==> src/rtl/acc_pkg.sv <==
// acc_pkg
//   Shared definitions for the accelerator interface.
//   Provides the default channel count, the result-channel field widths,
//   the packed result struct (rd, data, error) and the width of the source
//   index used to tag results with the channel that produced them.
package acc_pkg;

    localparam int unsigned AccNumRsp  = 2;
    localparam int unsigned AccDataW   = 32;
    localparam int unsigned AccRdW     = 5;
    localparam int unsigned AccRspIdxW = (AccNumRsp > 1) ? $clog2(AccNumRsp) : 1;

    typedef struct packed {
        logic [AccRdW-1:0]   rd;
        logic [AccDataW-1:0] data;
        logic                error;
    } acc_rsp_t;

endpackage

==> src/rtl/acc_rr_grant.sv <==
// acc_rr_grant
//   Purely combinational round-robin pick. The requester with the lowest
//   index at or after ptr_i, searching cyclically, wins.
//   Ports:
//     req_i  - request vector, one bit per requester
//     ptr_i  - priority pointer, index of the highest-priority requester
//     gnt_o  - one-hot winner (all zero when nothing requests)
//     idx_o  - encoded index of the winner (zero when nothing requests)
module acc_rr_grant #(
    parameter int unsigned NumReq   = 2,
    parameter int unsigned IdxWidth = (NumReq > 1) ? $clog2(NumReq) : 1
) (
    input  logic [NumReq-1:0]   req_i,
    input  logic [IdxWidth-1:0] ptr_i,
    output logic [NumReq-1:0]   gnt_o,
    output logic [IdxWidth-1:0] idx_o
);

    // Walk the requesters in priority order (ptr, ptr+1, ... wrapping) and
    // stop at the first one that is requesting. Both loops have constant
    // bounds, so every index into req_i/gnt_o is a constant after unrolling.
    always_comb begin
        int   pos;
        logic found;
        pos   = 0;
        found = 1'b0;
        gnt_o = '0;
        idx_o = '0;
        for (int k = 0; k < int'(NumReq); k++) begin
            pos = int'(ptr_i) + k;
            if (pos >= int'(NumReq)) begin
                pos = pos - int'(NumReq);
            end
            for (int i = 0; i < int'(NumReq); i++) begin
                if (!found && (i == pos) && req_i[i]) begin
                    found    = 1'b1;
                    gnt_o[i] = 1'b1;
                    idx_o    = IdxWidth'(i);
                end
            end
        end
    end

endmodule

==> src/rtl/acc_rsp_arbiter.sv <==
// acc_rsp_arbiter
//   Shares the core's single accelerator result channel between NumRsp
//   response channels. A round-robin winner is captured into a one-entry
//   output register: one result per cycle, one cycle of latency.
//   Ports:
//     clk_i, rst_ni  - clock, asynchronous active-low reset
//     rsp_valid_i    - per-channel result valid
//     rsp_ready_o    - per-channel accept (one-hot or zero)
//     rsp_rd_i       - per-channel destination register, 5 bits each
//     rsp_data_i     - per-channel result data, DataWidth bits each
//     rsp_error_i    - per-channel error flag
//     p_valid_o      - result valid towards the core
//     p_ready_i      - core accepts the result
//     p_rd_o, p_data_o, p_error_o - registered result fields
//     p_idx_o        - index of the channel that produced the result
module acc_rsp_arbiter
    import acc_pkg::*;
#(
    parameter int unsigned NumRsp    = AccNumRsp,
    parameter int unsigned DataWidth = AccDataW,
    parameter int unsigned IdxWidth  = (NumRsp > 1) ? $clog2(NumRsp) : 1
) (
    input  logic                        clk_i,
    input  logic                        rst_ni,
    input  logic [NumRsp-1:0]           rsp_valid_i,
    output logic [NumRsp-1:0]           rsp_ready_o,
    input  logic [NumRsp*AccRdW-1:0]    rsp_rd_i,
    input  logic [NumRsp*DataWidth-1:0] rsp_data_i,
    input  logic [NumRsp-1:0]           rsp_error_i,
    output logic                        p_valid_o,
    input  logic                        p_ready_i,
    output logic [AccRdW-1:0]           p_rd_o,
    output logic [DataWidth-1:0]        p_data_o,
    output logic                        p_error_o,
    output logic [IdxWidth-1:0]         p_idx_o
);

    logic                 load_en;
    logic [NumRsp-1:0]    gnt_raw;
    logic [NumRsp-1:0]    gnt;
    logic [IdxWidth-1:0]  gnt_idx;

    logic [AccRdW-1:0]    sel_rd;
    logic [DataWidth-1:0] sel_data;
    logic                 sel_error;

    logic                 valid_q, valid_d;
    logic [AccRdW-1:0]    rd_q, rd_d;
    logic [DataWidth-1:0] data_q, data_d;
    logic                 error_q, error_d;
    logic [IdxWidth-1:0]  idx_q, idx_d;
    logic [IdxWidth-1:0]  ptr_q, ptr_d;

    // The register can take a new entry when empty or drained this cycle.
    assign load_en = !valid_q || p_ready_i;

    acc_rr_grant #(
        .NumReq   (NumRsp),
        .IdxWidth (IdxWidth)
    ) u_grant (
        .req_i (rsp_valid_i),
        .ptr_i (ptr_q),
        .gnt_o (gnt_raw),
        .idx_o (gnt_idx)
    );

    // Gating with rst_ni keeps requesters from seeing an accept while the
    // register is held in reset (it would otherwise look empty).
    assign gnt         = gnt_raw & {NumRsp{load_en & rst_ni}};
    assign rsp_ready_o = gnt;

    // One-hot field mux driven by the raw winner.
    always_comb begin
        sel_rd    = '0;
        sel_data  = '0;
        sel_error = 1'b0;
        for (int i = 0; i < int'(NumRsp); i++) begin
            if (gnt_raw[i]) begin
                sel_rd    = rsp_rd_i[i*AccRdW +: AccRdW];
                sel_data  = rsp_data_i[i*DataWidth +: DataWidth];
                sel_error = rsp_error_i[i];
            end
        end
    end

    // Load on a grant, otherwise empty when drained. Data fields keep their
    // last value when the entry empties. The pointer moves past the winner.
    always_comb begin
        valid_d = valid_q;
        rd_d    = rd_q;
        data_d  = data_q;
        error_d = error_q;
        idx_d   = idx_q;
        ptr_d   = ptr_q;
        if (|gnt) begin
            valid_d = 1'b1;
            rd_d    = sel_rd;
            data_d  = sel_data;
            error_d = sel_error;
            idx_d   = gnt_idx;
            ptr_d   = (32'(gnt_idx) == NumRsp - 1) ? '0 : gnt_idx + IdxWidth'(1);
        end else if (p_ready_i) begin
            valid_d = 1'b0;
        end
    end

    always_ff @(posedge clk_i or negedge rst_ni) begin
        if (!rst_ni) begin
            valid_q <= 1'b0;
            rd_q    <= '0;
            data_q  <= '0;
            error_q <= 1'b0;
            idx_q   <= '0;
            ptr_q   <= '0;
        end else begin
            valid_q <= valid_d;
            rd_q    <= rd_d;
            data_q  <= data_d;
            error_q <= error_d;
            idx_q   <= idx_d;
            ptr_q   <= ptr_d;
        end
    end

    assign p_valid_o = valid_q;
    assign p_rd_o    = rd_q;
    assign p_data_o  = data_q;
    assign p_error_o = error_q;
    assign p_idx_o   = idx_q;

endmodule
==> config.mk <==
export PLATFORM = sky130hd
export DESIGN_NAME = acc_rsp_arbiter
export DESIGN_NICKNAME = d
export VERILOG_FILES = /design/src/rtl/acc_pkg.sv /design/src/rtl/acc_rr_grant.sv /design/src/rtl/acc_rsp_arbiter.sv
export SDC_FILE = /design/constraint.sdc
export NUM_CORES = 1
export LEC_CHECK = 0
export ABC_AREA = 0
export CORE_ASPECT_RATIO = 0.75
export CORE_UTILIZATION = 37
export CTS_CLUSTER_DIAMETER = 100
export CTS_CLUSTER_SIZE = 14
export DETAILED_ROUTE_END_ITERATION = 16
export PLACE_DENSITY = 0.8
export SLEW_MARGIN = 10
export SYNTH_ARGS = -nofsm -noshare
export SYNTH_HDL_FRONTEND = slang
export SYNTH_SLANG_ARGS = --single-unit
==> constraint.sdc <==
create_clock -name clk_i -period 1.95 [get_ports clk_i]
set_input_delay 0.39 -clock clk_i [delete_from_list [all_inputs] [get_ports clk_i]]
set_output_delay 0.39 -clock clk_i [all_outputs]
set_load 0.05 [all_outputs]
# --- Yosys cells after proc, flatten, opt, wreduce, memory -nomap -nowiden ---
# Index checks and enable logic that the tools add are counted.
totals:
  wordCells: 51
  inputBits: 81
  ramBits: 0
  latch_bits: 0
  romBits: 0
  regBits: 41
  output_inout_bits: 42
  mem_count: 0
op_classes:
  muxes: 19
  shifts: 0
  n_eq_ne: 2
  n_addsub: 4
  n_mul: 0
  n_lt_le_gt_ge: 2
  reduce_logical: 16
  bitwise: 2
  div: 0
ops:
  columns: ["operator", "count"]
  rows:
  - ["2-to-1 mux 32 bit", 4]
  - ["== test 2 x 32 -> 1 bit (first input constant)", 2]
  - ["logical NOT 32 bit", 2]
  - [">= comparator 32 x 3 -> 1 bit (second input constant)", 1]
  - ["subtractor 32 x 3 -> 32 bit (second input constant)", 1]
  - ["2-to-1 mux 1 bit", 13]
  - ["2-to-1 mux 5 bit", 2]
  - ["logical AND 1 bit", 7]
  - ["logical NOT 1 bit", 4]
  - ["subtractor 1 x 2 -> 3 bit (second input constant)", 1]
  - ["adder 1 x 1 -> 2 bit (second input constant)", 1]
  - ["bitwise AND 2 bit", 1]
  - [">= comparator 1 x 2 -> 1 bit (second input constant)", 1]
  - ["nonzero test 2 bit", 1]
  - ["OR reduction 2 bit", 1]
  - ["adder 1 bit (second input constant)", 1]
  - ["bitwise AND 1 bit", 1]
  - ["logical OR 1 bit", 1]

# --- Logic depth before layout (Yosys ltp) ---
depth:
  word_depth: 20
  ltp_mapped: 6
  mapped_depth_nobuf: 3

# --- Cells and area by module ---
# From an unflattened synthesis, not the netlist that was laid out.
unflattened:
  hier_cells: 202
  hier_area_um2: 2399.8
by_module_without_submodules:
  columns: ["mod", "area_each_um2", "instances", "cells_per_inst"]
  rows:
  - ["acc_rsp_arbiter", 2369.8, 1, 198]
  - ["acc_rr_grant", 30.0, 1, 4]

# --- Least setup slack after synthesis ---
# Ideal clock, no wire load.
synth_timing:
  path_kind: "input -> output"
  from: "input port rsp_valid_i[1]"
  to: "output port rsp_ready_o[0]"
  n_path_buf: 3
  stages: 6
  t_arrival_ns: 1.385
  t_required_ns: 1.560
  slack_ns: 0.175
  path_cell_list: "buf_4 > a21boi_2 > buf_4 > buf_6 > nand3_1 > inv_1"
synth_between:
  elab_chain_len: 7
synth_rtl:
  columns: ["element", "line_no", "source"]
  rows:
  - ["start: declaration", "acc_rsp_arbiter.sv:25", "input logic [NumRsp-1:0] rsp_valid_i,"]
  - ["logical AND 1 bit", "acc_rr_grant.sv:35", "if (!found && (i == pos) && req_i[i]) begin"]
  - ["2-to-1 mux 1 bit", "acc_rr_grant.sv:35", null]
  - ["logical NOT 1 bit", "acc_rr_grant.sv:35", null]
  - ["logical AND 1 bit (2 in a row)", "acc_rr_grant.sv:35", null]
  - ["2-to-1 mux 1 bit", "acc_rr_grant.sv:35", null]
  - ["bitwise AND 2 bit", "acc_rsp_arbiter.sv:69", "assign gnt = gnt_raw & {NumRsp{load_en & rst_ni}};"]
  - ["end: declaration", "acc_rsp_arbiter.sv:26", "output logic [NumRsp-1:0] rsp_ready_o,"]
# Every way passes these cells.

# --- Worst setup path after layout ---
layout_timing:
  from: "register valid_q, in the netlist p_valid_o"
  to: "output port p_valid_o"
layout_lines:
  columns: ["element", "line_no", "source"]
  rows:
  - ["start: declaration", "acc_rsp_arbiter.sv:47", "logic valid_q, valid_d;"]
  - ["start signal: assignment", "acc_rsp_arbiter.sv:116", "valid_q <= valid_d;"]
  - ["end: declaration", "acc_rsp_arbiter.sv:30", "output logic p_valid_o,"]
# No word-level cell between the ends.

==> flow_metrics.tcl <==
set metrics [dict create \
    ctsHtreeMaxLevel 2 \
    finalNonFillerCells 345 \
    slowest_stage "clkdlybuf4s50_1" \
    critPathTopFamily "buffers and inverters" \
    yosysWarnings 0 \
    num_vias 1794 \
    path_buf_inv 1 \
    start_kind "flop" \
    cp.arrival_ps 1520 \
    clkLatencyLatePin_ps 290 \
    period_needed_ps 1910 \
    final_nets 352 \
    synth-seq-cells 41 \
    ios 123 \
    num_rows 22 \
    top_usage_layer "met2" \
    nFillCells 390 \
    die_h_um 66.2 \
    dp_hpwl_um 4200 \
    syn-num-nets 226 \
    relSlewSlack_pct 65.2 \
    path_class "reg -> out" \
    path_clk_slew_ps 80 \
    dpl-instance-area_sq_um 3370 \
    antenna_found_initial 1 \
    cts_made_buffers 5 \
    drtAntennaViolNets 0 \
    hold_ws_ps 202 \
    grt_pass1_vias 1783 \
    syn_inst 145 \
    power_density_nw_per_um2 1020 \
    first_pass_iters 4 \
    synth.yosys.seq_area_share_pct 50.4 \
    setup_violations 0 \
    cpPeakStageDelay_ps 820 \
    grt_max_degree 21 \
    overflow 0 \
    coreArea_sq_um 5090 \
    cp_data_required_time_ps 1560 \
    grtUsageTotal_pct 19.4 \
    fmax_mhz 523 \
    dp.cells 335 \
    drv_cap 0 \
    drtIter0Drc 67 \
    leakage_nw 1.44 \
    dieArea_sq_um 5800 \
    grt_util_met1_pct 23.3 \
    wl_per_cell_um 16.3 \
    finalInstanceArea_sq_um 3480 \
    ir_drop_mv 0.558 \
    hold_path.class "in -> async" \
    cts_max_path_buffers 2 \
    place_congestion 0.725 \
    cts_root_buf "clkbuf_8" \
    clock_sinks 41 \
    syn_area_per_cell_sq_um 14.0 \
    worst_pin_slew_ps 520 \
    worstPathCellList "clkdlybuf4s50_1" \
    portBuffers 122 \
    cts_tree "yes" \
    drc 0 \
    synthToLayoutAreaGrowth_pct 71.0 \
    die_width_um 87.6 \
    endpoint_kind "output pin" \
    period_share_pct 98.0 \
    start_util_pct 40.0 \
    grt_pass1_wl_um 8460 \
    report.final.hold_viol_count 0 \
    routed_wl_um 5630 \
    via_per_inst 5.20 \
    outcome "complete, no violations" \
    drv_slew 0 \
    skew_ps 3.68 \
    drive_gt1_share_pct 22.8 \
    grt_util_met2_pct 33.4 \
    rsz0062_at_grt "false" \
    syn_area_sq_um 2030 \
    grtUsageMet3_pct 6.24 \
    power_mw 3.56 \
    cp_max_fo 2 \
    ys_types 19 \
]
==> through the flow <==
step                      util, %  setup TNS, ps  setup WS [ps]
after floorplan                 -              0            175
final                        68.3              0           39.4
after detailed placement     66.1           -313          -44.3
after global routing         68.3              0           4.94
after CTS                    68.3              0           23.9
after global placement       66.1          -6.05          -6.05
==> kinds of logic after synthesis <==
logic type | share of synthesized area [%]
compound gates | 20.5
buf+inv | 6.70
flops | 50.4
mux | 18.3
simple gates | 4.12
==> registers in the layout, summed over array words and instances (netlist names) <==
name / flops
p_data_o: 32
p_rd_o: 5
p_error_o: 1
p_idx_o: 1
p_valid_o: 1
ptr_q: 1
==> path summary, 6_finish.rpt <==
| path | from | end | slack (ps) | cells after the start |
|---|---|---|---|---|
| setup / recovery | p_valid_o | p_valid_o | 40 | 1 |
| max in group asynchronous | rst_ni | p_data_o[2] | 1160 | 2 |
| min in group clk_i | p_idx_o | p_idx_o | 490 | 1 |
| setup reg to reg | ptr_q | p_data_o[12] | 470 | 4 |
| hold reg to reg | p_idx_o | p_idx_o | 490 | 1 |
| hold / removal | rst_ni | p_data_o[18] | 200 | 2 |
==> placed cells by master, fill, tap and decap left out <==
master / n
a21boi_4: 1
a21o_1: 1
a21oi_1: 1
a221o_1: 5
a32o_1: 33
and4_1: 5
and4_4: 1
buf_12: 4
buf_2: 1
buf_4: 12
clkbuf_8: 7
clkdlybuf4s50_1: 116
clkinv_2: 1
dfrtp_1: 41
diode_2: 1
dlygate4sd2_1: 2
dlygate4sd3_1: 1
inv_1: 2
mux2_2: 33
nand2_1: 1
nand2b_1: 1
nand2b_4: 1
nand3_1: 1
o211ai_4: 1
==> final cells by class <==
cell class              instances  area (sq um)  share of cell area (%)
repair buffers                136          1360                    39.2
flip-flops and latches         41          1030                    29.5
multi-input cells              85           888                    25.5
clock buffers                   7          96.3                    2.77
well taps                      72          90.1                    2.59
inverters                       2          7.51                   0.216
clock inverters                 1          5.00                   0.144
diodes                          1          2.50                  0.0719
==> layer usage <==
layer / up-vias / part of all wire (%)
li1: 841 / -
met1: 862 / 42
met2: 85 / 48
met3: 6 / 9.1
met4: 0 / 0.76
met5: - / 0
==> synth_stat cells <==
cell type / count / share of area [%]
a21boi_2: 1 / 0.55
a21o_1: 1 / 0.37
a21oi_1: 1 / 0.25
a221o_1: 5 / 2.5
a32o_1: 33 / 16
and4_1: 5 / 2.2
and4_4: 1 / 0.55
buf_2: 4 / 0.98
buf_4: 4 / 1.5
buf_6: 6 / 3.3
clkbuf_1: 3 / 0.55
dfrtp_1: 41 / 50
inv_1: 2 / 0.37
mux2_2: 33 / 18
nand2_1: 1 / 0.18
nand2b_1: 1 / 0.31
nand2b_4: 1 / 0.68
nand3_1: 1 / 0.25
o211ai_2: 1 / 0.61
==> power by group <==
part	switching (mW)	internal (mW)	leakage, nW	total [mW]
logic	1.05	0.744	0.877	1.79
clock network	0.293	0.320	0.0542	0.613
registers	0.106	1.05	0.509	1.16
==> timing repair <==
item,4_1_cts,5_1_grt
hold endpoints to repair,3,0
setup buffers,0,0
hold buffers,1,0
gates resized for setup,2,0
setup endpoints to repair,1,0
Power figures use the tool's default switching activity.
